`config.mk`:
```
export PLATFORM = sky130hd
export DESIGN_NAME = pwm_frame_ctrl_flat
export DESIGN_NICKNAME = d
export VERILOG_FILES = /design/src/rtl/pwm_ctrl_pkg.sv /design/src/rtl/pwm_frame_ctrl_if.sv /design/src/rtl/pwm_sym_fifo.sv /design/src/rtl/pwm_frame_ctrl.sv /design/src/flat_wrapper.sv
export SDC_FILE = /design/constraint.sdc
export NUM_CORES = 1
export LEC_CHECK = 0
export BUFFER_PORTS_ARGS = -buffer_cell sky130_fd_sc_hd__buf_2
export CAP_MARGIN = 10
export CORE_UTILIZATION = 59
export CTS_CLUSTER_DIAMETER = 40
export DETAILED_ROUTE_END_ITERATION = 8
export PLACE_DENSITY = 0.8
export SLEW_MARGIN = 0
export SYNTH_ARGS = -nofsm -noshare
export SYNTH_HDL_FRONTEND = slang
export SYNTH_SLANG_ARGS = --single-unit
```
`constraint.sdc`:
```
create_clock -name clock -period 6.3 [get_ports clock]
set_input_delay 0.315 -clock clock [delete_from_list [all_inputs] [get_ports clock]]
set_output_delay 0.315 -clock clock [all_outputs]
set_load 0.02 [all_outputs]
```
`src/rtl/pwm_ctrl_pkg.sv`:
```
// Shared types and widths for the PWM frame controller.
package pwm_ctrl_pkg;
  localparam int SYM_W    = 8;
  localparam int SAMPLE_W = 16;

  typedef enum logic [1:0] {IDLE, ARM, RUN, FLUSH} state_t;

  // |s| one bit wider than the sample so that the most negative value maps to +2^(W-1)
  function automatic logic [SAMPLE_W:0] sample_mag(input logic signed [SAMPLE_W-1:0] s);
    logic [SAMPLE_W:0] ext;
    ext = {s[SAMPLE_W-1], s};
    return s[SAMPLE_W-1] ? (~ext + 1'b1) : ext;
  endfunction
endpackage

```
`src/rtl/pwm_frame_ctrl_if.sv`:
```
// Valid/ready symbol stream leaving the frame controller.
interface pwm_frame_ctrl_if;
  import pwm_ctrl_pkg::*;
  logic signed [SYM_W-1:0] out_symbol;
  logic                    out_last;
  logic                    out_valid;
  logic                    out_ready;

  modport master (output out_symbol, out_last, out_valid, input out_ready);
  modport slave  (input out_symbol, out_last, out_valid, output out_ready);
endinterface

```
`src/rtl/pwm_sym_fifo.sv`:
```
// Symbol FIFO; pointers carry one extra bit to tell full from empty. DEPTH >= 2, power of two.
module pwm_sym_fifo #(
  parameter int WIDTH = 9,
  parameter int DEPTH = 8
) (
  input  logic             clock,
  input  logic             reset,
  input  logic             push,
  input  logic             pop,
  input  logic [WIDTH-1:0] wdata,
  output logic [WIDTH-1:0] rdata,
  output logic             empty,
  output logic             full
);
  localparam int AW = $clog2(DEPTH);

  logic [WIDTH-1:0] mem [DEPTH];
  logic [AW:0]      wr_ptr, rd_ptr;
  logic             do_push, do_pop;

  assign empty   = (wr_ptr == rd_ptr);
  assign full    = (wr_ptr[AW] != rd_ptr[AW]) && (wr_ptr[AW-1:0] == rd_ptr[AW-1:0]);
  assign do_pop  = pop && !empty;
  assign do_push = push && (!full || do_pop);
  // zero when empty so the stream reads 0 after reset without clearing storage
  assign rdata   = empty ? '0 : mem[rd_ptr[AW-1:0]];

  // pointer update, wrapping naturally modulo 2*DEPTH
  always_ff @(posedge clock) begin
    if (reset) begin
      wr_ptr <= '0;
      rd_ptr <= '0;
    end else begin
      if (do_push) wr_ptr <= wr_ptr + (AW+1)'(1);
      if (do_pop)  rd_ptr <= rd_ptr + (AW+1)'(1);
    end
  end

  // storage write; contents need no reset
  always_ff @(posedge clock) begin
    if (do_push) mem[wr_ptr[AW-1:0]] <= wdata;
  end
endmodule

```
`src/rtl/pwm_frame_ctrl.sv`:
```
// Frame controller: squelch-armed capture of decoded symbols into a stream FIFO.
module pwm_frame_ctrl
  import pwm_ctrl_pkg::*;
#(
  parameter int SYMS_PER_FRAME  = 4,
  parameter int SILENCE_TIMEOUT = 1024,
  parameter int FIFO_DEPTH      = 8
) (
  input  logic                       clock,
  input  logic                       reset,
  input  logic signed [SAMPLE_W-1:0] data_in,
  input  logic signed [SAMPLE_W-1:0] ref_in,
  input  logic                       sym_valid,
  input  logic signed [SYM_W-1:0]    sym_in,
  output logic                       enable_counter,
  output logic                       dec_clear,
  output logic                       overflow,
  output logic                       frame_abort,
  pwm_frame_ctrl_if.master           sym_out
);
  state_t          state, state_nx;
  logic [SAMPLE_W:0] mag;
  logic            active, act_prev;
  logic [15:0]     sil_cnt;
  logic [7:0]      sym_cnt;
  logic            fifo_empty, fifo_full;
  logic            pop, push, take, drop, is_last, abort_now;
  logic [SYM_W:0]  fifo_rdata;

  assign mag       = sample_mag(data_in);
  // 18-bit signed compare: magnitude is never negative, a non-positive ref never arms
  assign active    = $signed({1'b0, mag}) > $signed({{2{ref_in[SAMPLE_W-1]}}, ref_in});
  assign pop       = !fifo_empty && sym_out.out_ready;
  assign abort_now = (state == RUN) && !active && (sil_cnt == 16'(SILENCE_TIMEOUT - 1));
  assign take      = (state == RUN) && sym_valid && !abort_now;
  assign is_last   = (sym_cnt == 8'(SYMS_PER_FRAME - 1));
  assign push      = take && (!fifo_full || pop);
  assign drop      = take && fifo_full && !pop;

  // state register
  always_ff @(posedge clock) begin
    if (reset) state <= IDLE;
    else       state <= state_nx;
  end

  // next state and state-decoded decoder controls
  always_comb begin
    state_nx       = state;
    enable_counter = 1'b0;
    dec_clear      = 1'b0;
    case (state)
      IDLE:  if (active && act_prev) state_nx = ARM;
      ARM: begin
        dec_clear = 1'b1;
        state_nx  = RUN;
      end
      RUN: begin
        enable_counter = 1'b1;
        if (abort_now)              state_nx = IDLE;
        else if (take && is_last)   state_nx = FLUSH;
      end
      FLUSH: if (fifo_empty) state_nx = IDLE;
      default: state_nx = IDLE;
    endcase
  end

  // arming history plus silence/symbol counters, all held at zero outside RUN
  always_ff @(posedge clock) begin
    if (reset) begin
      act_prev <= 1'b0;
      sil_cnt  <= '0;
      sym_cnt  <= '0;
    end else begin
      act_prev <= (state == IDLE) && active;
      if (state != RUN || abort_now) begin
        sil_cnt <= '0;
        sym_cnt <= '0;
      end else begin
        sil_cnt <= active ? '0 : sil_cnt + 16'd1;
        // dropped symbols still count so the frame length is preserved
        if (take) sym_cnt <= is_last ? '0 : sym_cnt + 8'd1;
      end
    end
  end

  // one-cycle event pulses
  always_ff @(posedge clock) begin
    if (reset) begin
      overflow    <= 1'b0;
      frame_abort <= 1'b0;
    end else begin
      overflow    <= drop;
      frame_abort <= abort_now;
    end
  end

  pwm_sym_fifo #(.WIDTH(SYM_W + 1), .DEPTH(FIFO_DEPTH)) u_fifo (
    .clock (clock),
    .reset (reset),
    .push  (push),
    .pop   (pop),
    .wdata ({sym_in, is_last}),
    .rdata (fifo_rdata),
    .empty (fifo_empty),
    .full  (fifo_full)
  );

  assign sym_out.out_valid  = !fifo_empty;
  assign sym_out.out_symbol = fifo_rdata[SYM_W:1];
  assign sym_out.out_last   = fifo_rdata[0];
endmodule

```
`src/flat_wrapper.sv`:
```
// flat-port wrapper written by rule: the top's interface ports become plain ports
module pwm_frame_ctrl_flat import pwm_ctrl_pkg::*;
#(
  parameter int SYMS_PER_FRAME  = 4,
  parameter int SILENCE_TIMEOUT = 1024,
  parameter int FIFO_DEPTH      = 8
)
  (clock, reset, data_in, ref_in, sym_valid, sym_in, enable_counter, dec_clear, overflow, frame_abort, sym_out_out_symbol, sym_out_out_last, sym_out_out_valid, sym_out_out_ready);
  pwm_frame_ctrl_if sym_out_i ();
  input  logic clock;
  input  logic reset;
  input  logic signed [SAMPLE_W-1:0] data_in;
  input  logic signed [SAMPLE_W-1:0] ref_in;
  input  logic sym_valid;
  input  logic signed [SYM_W-1:0] sym_in;
  output logic enable_counter;
  output logic dec_clear;
  output logic overflow;
  output logic frame_abort;
  output wire logic [$bits(sym_out_i.out_symbol)-1:0] sym_out_out_symbol;
  output wire logic [$bits(sym_out_i.out_last)-1:0] sym_out_out_last;
  output wire logic [$bits(sym_out_i.out_valid)-1:0] sym_out_out_valid;
  input wire logic [$bits(sym_out_i.out_ready)-1:0] sym_out_out_ready;
  assign sym_out_out_symbol = sym_out_i.out_symbol;
  assign sym_out_out_last = sym_out_i.out_last;
  assign sym_out_out_valid = sym_out_i.out_valid;
  assign sym_out_i.out_ready = sym_out_out_ready;
  pwm_frame_ctrl #(.SYMS_PER_FRAME(SYMS_PER_FRAME), .SILENCE_TIMEOUT(SILENCE_TIMEOUT), .FIFO_DEPTH(FIFO_DEPTH)) u_core (.clock(clock), .reset(reset), .data_in(data_in), .ref_in(ref_in), .sym_valid(sym_valid), .sym_in(sym_in), .enable_counter(enable_counter), .dec_clear(dec_clear), .overflow(overflow), .frame_abort(frame_abort), .sym_out(sym_out_i));
endmodule
```
Word level (Yosys, flattened, before mapping)
Memory sizes are Yosys's and may differ from the RTL's. A register that Yosys moved wholly into a read port is not among the register bits.
Index checks and enable logic that the tools add are counted.
Storage, ports and cells
  ROM bits: 0
  register bits: 37
  bits of input ports: 44
  memories kept: 1
  latch bits: 0
  memory bits (writable): 72
Memories
  u_core.u_fifo.mem: depth 8, bits a word 9, read ports 1, clocked after Yosys merged registers in 1, write ports 1, RTL line pwm_sym_fifo.sv:17  | logic [WIDTH-1:0] mem [DEPTH];
Operators by class
  bitwise gates (word level): 1
  multiplexer cells: 14
  $add $sub $neg: 5
  equal/unequal tests: 12
  shifts and indexed selects: 0
  $mul: 0
  reductions and logical operators: 26
  order comparisons: 1
  divide/modulo/power cells: 0
Operators by type and width (number)
  $gt 18x16->1: 1
  $add 17x1->17 const B: 1
  $mux 17: 1
  $not 17->17: 1
  $add 16x1->16 const B: 1
  $eq 16x10->1 const B: 1
  $logic_and 1x1->1: 14
  $mux 9: 1
  $add 4x1->4 const B: 2
  $add 8x1->8 const B: 1
  $eq 8x2->1 const B: 1
  $mux 2: 4
  $mux 8: 1
  $pmux 2 s4: 1
  $mux 3: 2
  $logic_not 1->1: 5
  $eq 2x2->1 const B: 2
  $eq 4x4->1: 1
  $mux 1: 4
  $ne 2x1->1 const B: 2
  $eq 3x3->1: 1
  $logic_or 1x1->1: 3
  $ne 3x2->1 const B: 1
  $reduce_and 3->1: 1
  6 further kinds: 6

Logic depth before layout (Yosys ltp)
Gate-level depths: netlist (run 1).
  depth in word-level cells: 13
  mapped depth: 16

Hierarchy
Synthesis (run 1) repeated with hierarchy kept, for this count alone.
Second synthesis, totals
  cell total of the unflattened synthesis: 445
  area total of the unflattened synthesis: 5559.1 um^2
Modules (own cells, without submodules)
  pwm_sym_fifo: instances 1, cells an instance 185, area an instance 3433.3 um^2
  pwm_frame_ctrl: instances 1, cells an instance 260, area an instance 2125.8 um^2

Worst setup path after synthesis (run 1)
OpenSTA, ideal clock, no wires.
  path kind: input-to-reg
  start: input data_in[6]
  end: memory u_core.u_fifo.mem[1][0] (enable)
  stages: 14
  data arrival time: 4600 ps
  setup time: 403 ps
  required time: 5897 ps
  path slack: 1297 ps
  cells stage by stage: or4_1 or2_2 o41ai_1 nand2_1 xor2_1 ha_1 nand4_1 or3_1 a31oi_1 a2111oi_0 a41o_1 or2_2 clkbuf_1 nor4b_1
On the way
  longest elaborated chain between the ends: 13
RTL lines
  start: declaration: RTL line flat_wrapper.sv:12  | input logic signed [SAMPLE_W-1:0] data_in;
  $not 17->17: RTL line pwm_ctrl_pkg.sv:12  | return s[SAMPLE_W-1] ? (~ext + 1'b1) : ext;
  $add 17x1->17: RTL line pwm_ctrl_pkg.sv:12
  $mux 17 *: RTL line pwm_ctrl_pkg.sv:12
  $gt 18x16->1 *: RTL line pwm_frame_ctrl.sv:32  | assign active = $signed({1'b0, mag}) > $signed({{2{ref_in[SAMPLE_W-1]}}, ref_in});
  $logic_not 1->1 *: RTL line pwm_frame_ctrl.sv:34  | assign abort_now = (state == RUN) && !active && (sil_cnt == 16'(SILENCE_TIMEOUT - 1));
  $logic_and 1x1->1 * (2 in a row): RTL line pwm_frame_ctrl.sv:34
  $logic_not 1->1 *: RTL line pwm_frame_ctrl.sv:35  | assign take = (state == RUN) && sym_valid && !abort_now;
  $logic_and 1x1->1 *: RTL line pwm_frame_ctrl.sv:35
  $logic_and 1x1->1 *: RTL line pwm_frame_ctrl.sv:37  | assign push = take && (!fifo_full || pop);
  $logic_and 1x1->1 *: RTL line pwm_sym_fifo.sv:24  | assign do_push = push && (!full || do_pop);
  $mux 1 *: RTL line pwm_sym_fifo.sv:41  | if (do_push) mem[wr_ptr[AW-1:0]] <= wdata;
  $mux 1 (implied by the code) *: RTL line pwm_sym_fifo.sv:41
  end: declaration: RTL line pwm_sym_fifo.sv:17
Mark *: on every way between the ends. The rest lies on a longest branch, timed or not.

Final worst setup path (run 1)
  start: input data_in[4]
  end: memory u_core.u_fifo.mem[1][2] (enable)
The elaborated chain is that of the path after synthesis.

==> results of run 1 <==
[per-layer routing]
metal | vias up | global-route usage | wire length (um)
met4 | 0 | 0.0827 | 184
met3 | 18 | 0.0354 | 332
met1 | 1585 | 0.252 | 3950
met5 | - | 0 | 0
met2 | 76 | 0.378 | 4830
li1 | 1701 | - | -
[flip-flops by register name, summed over array words and instances (netlist names), named ones only]
| register | count |
|---|---|
| u_core.act_prev | 1 |
| u_core.state | 2 |
| u_core.overflow | 1 |
| u_core.u_fifo.mem | 72 |
| u_core.u_fifo.rd_ptr | 4 |
| u_core.u_fifo.wr_ptr | 4 |
| u_core.sym_cnt | 8 |
| u_core.frame_abort | 1 |
| u_core.sil_cnt | 16 |
[per-stage QoR]
step / util / std cells
finish: 0.678 / 602
global route: 0.678 / 602
CTS: 0.678 / 601
detailed placement: 0.654 / 585
global placement: 0.654 / 585
floorplan: - / 433
[cell type report]
type	instances	area, um2
Sequential cell	112	2960
Fill cell	617	2800
Multi-Input combinational cell	281	2200
Timing Repair Buffer	64	335
Tap cell	108	135
Clock buffer	9	124
Clock inverter	7	81.3
Inverter	21	78.8
[power groups by stage]
| stage | clock [mW] | sequential (mW) | combinational (mW) |
|---|---|---|---|
| 6_report | 0.421 | 0.789 | 0.133 |
| 2_1_floorplan | 0 | 0.804 | 0.0900 |
| 5_1_grt | 0.460 | 0.790 | 0.149 |
| 3_3_place_gp | 0 | 0.806 | 0.130 |
| 4_1_cts | 0.432 | 0.789 | 0.134 |
| 3_5_place_dp | 0 | 0.806 | 0.134 |
[how the worst min path moves through the flow]
stage,endpoint,slack (ns),depth (start not counted)
2_1_floorplan,u_core.u_fifo.mem[0][1],0.41,0
3_3_place_gp,u_core.sil_cnt[0],0.44,1
3_5_place_dp,u_core.sil_cnt[0],0.46,1
4_1_cts,u_core.u_fifo.mem[4][8],0.19,1
5_1_grt,u_core.u_fifo.mem[5][7],0.19,1
6_report,u_core.u_fifo.mem[4][8],0.20,1
[cell families (layout without fill, tap and decap cells)]
kind of cell | Yosys count | after routing | synth area share
xor gates and xnor gates | 35 | 35 | 0.0579
AOI/OAI and AO/OA | 46 | 46 | 0.0529
and+or+nand+nor | 147 | 147 | 0.146
buffers and inverters | 40 | 101 | 0.0305
adders and majority gates | 21 | 21 | 0.0496
DFF | 112 | 112 | 0.559
muxes | 32 | 32 | 0.104
[layout by cell type (no fill, tap or decap), types with 8 or more instances in the layout]
| cell type | instances |
|---|---|
| edfxtp_1 | 72 |
| inv_1 | 21 |
| dfxtp_1 | 40 |
| a21oi_1 | 13 |
| ha_1 | 21 |
| o21ai_0 | 18 |
| nand2_1 | 25 |
| mux2i_1 | 11 |
| or3_1 | 10 |
| xor2_1 | 12 |
| buf_2 | 57 |
| nand4_1 | 8 |
| nand3_1 | 11 |
| nor2b_1 | 9 |
| clkbuf_8 | 9 |
| xnor2_1 | 23 |
| mux4_2 | 18 |
| nor2_1 | 43 |
==> Flow_metrics.wiki, run 1 <==
{| class="wikitable"
! Metric !! Value
|-
| Run status || completed
|-
| Placeable core region || 8720 um2
|-
| Worst min-delay path startpoint || sym_in[7]
|-
| Switch share || 0.254
|-
| Global placement routability congestion || 0.785
|-
| Post-synth top cells || edfxtp_1 (72), nor2_1 (43), dfxtp_1 (40), nand2_1 (25), xnor2_1 (23)
|-
| Routed WL per cell || between 15 and 20 um
|-
| Initial Util || 0.608
|-
| Fraction of layout cells with a size suffix above 1 || 0.225
|-
| Number of global-route vias before repair || roughly 3,400
|-
| Number of H-tree branching levels || 3
|-
| Max Root-Sink Buffers || 2
|-
| Post-CTS sizing || 0
|-
| Tmin final || a little over 5 ns
|-
| Flop pwr share || 0.588
|-
| Antenna diode count || 0
|-
| Cell with the largest stage delay on the worst path || nor4b_2
|-
| Count of flip-flops with a built-in enable after synthesis || slightly above 70
|-
| Antenna violations before repair || 0
|-
| Total stage count of the critical path || 14
|-
| Logic gate share of total power || 0.099
|-
| Setup TNS || 0 ns
|-
| Total CTS buffers || 9
|-
| Portion of the clock cycle consumed by the worst path in the final layout || 0.825
|-
| Wire length after detailed routing || slightly above 9 mm
|-
| Main synth FF type || edfxtp_1
|-
| Worst setup path endpoint || u_core.u_fifo.mem[1][2]
|-
| Final WS setup || between 1 and 1.5 ns
|-
| Die Ht || ~97 um
|-
| Placement row count || 34
|-
| Count of buffering cells on the critical path with inverters included || 1
|-
| Switching power total || 0.342 mW
|-
| Data required time of the critical path || 6.29 ns
|-
| Startpoint type of the worst setup path || primary input
|-
| Total leakage power || about 2.1 nW
|-
| TritonCTS Sinks || 112
|-
| Nature of the critical path endpoint || flip-flop
|-
| Clock group share of total power || 0.313
|-
| Startpoint of the worst register-to-register path || u_core.sil_cnt[0]
|-
| Max-Slew Margin vs Limit || 0.269
|-
| Cells along the critical path || buf_2, or4_1, or2_2, o41ai_1, nand2_1, xor2_1, ha_1, nand4_1, or3_1, a31oi_1, a2111oi_0, a41o_1, or2_2, nor4b_2
|-
| Internal power consumption || about 1.0 mW
|-
| Max Freq || a little under 200 MHz
|-
| Die extent in x || about 97 um
|-
| Post-synth cell types || 47
|-
| Clock Skew || 0.0136 ns
|-
| Insertion delay of the later-clocked pin in the worst-skew pair || 0.37 ns
|-
| Root Buffer || clkbuf_8
|-
| Total die area || roughly 9400 um2
|-
| Average instance area after synthesis || roughly 12 um2
|-
| Count of hold-fix buffers inserted at cts || 0
|-
| Most frequent cell after synthesis || edfxtp_1
|-
| Antenna violation net count after detailed routing || 0
|-
| Largest stage delay on the critical path || 0.95 ns
|-
| Max Cap Viol || 0
|-
| Final slew viol count || 0
|-
| Setup violators final || 0
|-
| Share of the synthesized area in the top cell type || 0.408
|-
| Initial DRC Count || 217
|-
| Clock-pin slew on the worst setup and hold paths || around 0.11 ns
|-
| Gr ovfl total || 0
|-
| Share of the yosys chip area belonging to registers || 0.559
|-
| Number of vias after detailed routing || ~3,400
|-
| Count of nets after finishing || 554
|-
| Launching element of the worst setup path || data_in[4]
|-
| Warning count from the yosys run || 0
|-
| Most area-hungry cell type in the Yosys netlist || edfxtp_1
|-
| Final-layout worst hold slack || roughly 0.20 ns
|-
| Cell repeated most along the worst path || or2_2
|-
| Cell family contributing the most delay on the critical path || simple AND/OR/NAND/NOR gates
|-
| Transition time at the pin with the least slew margin || 1.09 ns
|-
| Worst endpoint data arrival time || a little over 5 ns
|-
| Global-route total usage across every layer || 0.211
|-
| Detailed-route DRC error count || 0
|-
| Endpoint of the worst-slack reg-to-reg timing path || u_core.u_fifo.mem[1][2]
|-
| CTS tree || built
|-
| Number of cells produced by synthesis || approximately 430
|-
| Setup repair after global routing missed its margin || no
|-
| Biggest area contributors in the synthesized netlist || edfxtp_1 (41%), dfxtp_1 (15%), mux4_2 (7.7%), ha_1 (5.0%), xnor2_1 (3.8%)
|-
| Post-CTS setup repair buffer count || 0
|-
| Layout Area Growth over Synthesis || 11.7%
|-
| Crit-path max FO || 22
|-
| Hold Vio Cnt, Final || 0
|-
| Flip-flop and latch count after synthesis || around 110
|-
| Classification of the worst-slack hold path || in2reg
|-
| Maximum number of pins on one net before global-route repair || 23
|-
| Pre-CTS worst setup slack || between 0.7 and 0.8 ns
|-
| Power per standard cell area || 227 nW/um2
|-
| Drt first pass iters || 4
|-
| Register-to-register setup slack || approximately 3.0 ns
|-
| Netlist area before placement || around 5300 um2
|-
| Synthesized net count || roughly 500
|-
| Final design instance area without fill || roughly 5900 um2
|-
| Cells on worst reg2reg path || 7
|-
| Via density || 5.61
|-
| Fraction of synthesis flops using an asynchronous set or reset pin || 0
|-
| Dpl hpwl || 6.52 mm
|-
| Startpoint-to-endpoint class of the critical path || in2reg
|-
| Peak VDD IR || between 0.0001 and 0.00015 V
|-
| Number of primary I/O pins || 58
|-
| Final Power || about 1.3 mW
|-
| Number of buffers added on ports || 57
|-
| Placement Cell Area || between 5000 and 6000 um2
|-
| First-pass GRT wire length || ~16 mm
|}
(Power assumes the default switching activity.)
==> run 2: changes to the inputs <==
==> constraint.sdc (replaced) <==
create_clock -name clock -period 5 [get_ports clock]
set_input_delay 0.25 -clock clock [delete_from_list [all_inputs] [get_ports clock]]
set_output_delay 0.25 -clock clock [all_outputs]
set_load 0.02 [all_outputs]
==> run 2 against run 1 <==
- final cell count increased by 0.50%
- first-iteration DRC count fell by 37%
- sequential power up 26%
- worst hold slack lost 0.064 ns
- clock power up 19%
- power is 24% higher
- clock skew about the same
- sequential share of layout area down 0.063 points
==> Flow_metrics.wiki, run 2 (same netlist as run 1, synthesis figures left out) <==
{| class="wikitable"
! Metric !! Value
|-
| Run status || completed
|-
| Startpoint of the worst register-to-register path || u_core.sil_cnt[0]
|-
| Setup repair after global routing missed its margin || no
|-
| Drt first pass iters || 4 (unchanged)
|-
| Dpl hpwl || 6.69 mm (+2.6%)
|-
| Met2 WL || 4.93 mm (+2.2%)
|-
| Startpoint-to-endpoint class of the critical path || in2reg
|-
| Met3 WL || 388 um (+17%)
|-
| Clock Skew || 0.0136 ns (-0.0000291 ns)
|-
| Antenna diode count || 0 (unchanged)
|-
| Final WS setup || 0.442 ns (-0.660 ns)
|-
| Number of primary I/O pins || 58 (unchanged)
|-
| CTS tree || built
|-
| First-pass GRT wire length || 15.4 mm (-0.53%)
|-
| Classification of the worst-slack hold path || in2reg
|-
| Number of H-tree branching levels || 3 (unchanged)
|-
| Placement row count || 34 (unchanged)
|-
| Power per standard cell area || 281 nW/um2 (+24%)
|-
| Endpoint of the worst-slack reg-to-reg timing path || u_core.u_fifo.mem[0][3]
|-
| Gr ovfl total || 0 (unchanged)
|-
| Antenna violation net count after detailed routing || 0 (unchanged)
|-
| Clock-pin slew on the worst setup and hold paths || 0.11 ns (about the same)
|-
| Initial DRC Count || 137 (-37%)
|-
| Highest routed metal layer || met4
|-
| Nature of the critical path endpoint || flip-flop
|-
| Layout Area Growth over Synthesis || 11.8%
|-
| Global-route total usage across every layer || 0.210 (-0.000886)
|-
| Worst endpoint data arrival time || 4.55 ns (-0.64 ns)
|-
| Antenna violations before repair || 0 (unchanged)
|-
| Portion of the clock cycle consumed by the worst path in the final layout || 0.912
|-
| Max Root-Sink Buffers || 2 (unchanged)
|-
| Fraction of layout cells with a size suffix above 1 || 0.227 (+0.00267)
|-
| Setup violators final || 0 (unchanged)
|-
| Number of vias after detailed routing || 3,461 (+2.4%)
|-
| Transition time at the pin with the least slew margin || 1.11 ns (+0.0141 ns)
|-
| Total CTS buffers || 9 (unchanged)
|-
| Maximum number of pins on one net before global-route repair || 22 (-4.3%)
|-
| Max Cap Viol || 0 (unchanged)
|-
| Post-CTS sizing || 0 (unchanged)
|-
| Hold Path Sink || u_core.u_fifo.mem[5][8]
|-
| Final slew viol count || 0 (unchanged)
|-
| TritonCTS Sinks || 112 (unchanged)
|-
| Insertion delay of the later-clocked pin in the worst-skew pair || 0.37 ns (about the same)
|-
| Most frequent cells in the layout || edfxtp_1 (72), buf_2 (57), nor2_1 (43), dfxtp_1 (40), nand2_1 (25)
|-
| Wire length after detailed routing || 9.32 mm (+0.26%)
|-
| Peak VDD IR || 0.000204 V (+79%)
|-
| Detailed-route DRC error count || 0 (unchanged)
|-
| Total leakage power || 2.15 nW (+0.32%)
|-
| Routed WL per cell || 15.4 um (-0.24%)
|-
| Setup TNS || 0 ns (unchanged)
|-
| Max reg flops || 72 (unchanged)
|-
| Placeable core region || 8720 um2 (unchanged)
|-
| Initial Util || 0.608 (unchanged)
|-
| Max Freq || approximately 220 MHz
|-
| Root Buffer || clkbuf_8
|-
| Cells on worst reg2reg path || 7 (unchanged)
|-
| Total die area || 9360 um2 (unchanged)
|-
| Global placement routability congestion || 0.802 (+2.2%)
|-
| Number of global-route vias before repair || 3,400 (+1.2%)
|-
| Data required time of the critical path || 4.99 ns (-1.30 ns)
|-
| Register-to-register setup slack || 2.10 ns (-0.87 ns)
|-
| Tmin final || 4.56 ns
|-
| Die Ht || 96.8 um (unchanged)
|-
| Most common cell after layout, fill and taps aside || edfxtp_1
|-
| Via density || 5.72 (+1.9%)
|-
| Crit-path max FO || 9 (-59%)
|-
| Post-CTS setup repair buffer count || 0 (unchanged)
|-
| Count of hold-fix buffers inserted at cts || 0 (unchanged)
|-
| Die extent in x || 96.8 um (unchanged)
|-
| Worst min-delay path startpoint || sym_in[7]
|-
| Hold Vio Cnt, Final || 0 (unchanged)
|-
| Number of cells on the worst hold path || 1 (unchanged)
|-
| Sum of routed wire segments on met1 || 3.85 mm (-2.5%)
|-
| Pre-CTS worst setup slack || 0.0497 ns (-0.685 ns)
|-
| Max-Slew Margin vs Limit || 0.255 (-0.0141)
|-
| Count of nets after finishing || 557 (+0.54%)
|-
| Number of buffers added on ports || 57 (unchanged)
|-
| Startpoint type of the worst setup path || primary input
|}
## run 2: cell types whose count changed in the layout (fill, tap and decap cells not counted)
cell,before,now
inv_8,2,1
clkbuf_1,0,1
buf_4,6,9
clkinv_4,2,3
clkinv_8,2,1
## run 2: cell type report
type	count	area, um2
repair buffers	67	358
clock buffers	10	128
multi-input cells	281	2200
clock inverters	6	62.6
well taps	108	135
inverters	21	78.8
fillers	627	2800
flip-flops and latches	112	2960
## run 2: worst max-delay path: stages
cell	delay [ns]
buf_2	0.12
or4_1	0.52
or2_2	0.31
nor3_1	0.24
nand2_1	0.14
o31ai_1	0.25
xnor2_1	0.10
ha_1	0.31
nand4_1	0.13
or3_1	0.42
a31oi_1	0.20
a2111oi_0	0.14
a41o_1	0.26
or2_2	0.31
nor4_2	0.83
## run 2: per-layer routing
metal,up-vias,GRT usage
met2,69,0.375
met4,0,0.0746
met3,13,0.0477
met1,1671,0.246
li1,1708,-
met5,-,0
## run 2: report_power, final
| part | internal, mW | total (mW) | leakage, nW | switching, mW |
|---|---|---|---|---|
| logic | 0.0744 | 0.168 | 1.08 | 0.0940 |
| clock network | 0.193 | 0.500 | 0.0957 | 0.307 |
| registers | 0.988 | 0.995 | 0.966 | 0.00702 |
## run 2: stage by stage
| stage | power, mW | util | cell area [um2] | hold WS, ns | instances |
|---|---|---|---|---|---|
| 2_1_floorplan | 1.13 | - | 5300 | 0.349 | 433 |
| 3_3_place_gp | 1.18 | 0.657 | 5730 | 0.441 | 588 |
| 3_5_place_dp | 1.19 | 0.657 | 5730 | 0.457 | 588 |
| 4_1_cts | 1.68 | 0.679 | 5920 | 0.124 | 604 |
| 5_1_grt | 1.73 | 0.679 | 5920 | 0.127 | 605 |
| 6_report | 1.66 | 0.679 | 5920 | 0.137 | 605 |
## run 2: worst max path at each step
stage               start  cells past startpoint                       to  slack (ns)
3_3_place_gp   data_in[6]                     15  u_core.u_fifo.mem[0][6]        0.32
2_1_floorplan  data_in[6]                     14  u_core.u_fifo.mem[1][0]        0.06
5_1_grt        data_in[6]                     15  u_core.u_fifo.mem[0][3]        0.19
3_5_place_dp   data_in[4]                     15  u_core.u_fifo.mem[0][6]        0.05
6_report       data_in[4]                     15  u_core.u_fifo.mem[0][3]        0.44
4_1_cts        data_in[4]                     15  u_core.u_fifo.mem[0][3]        0.45
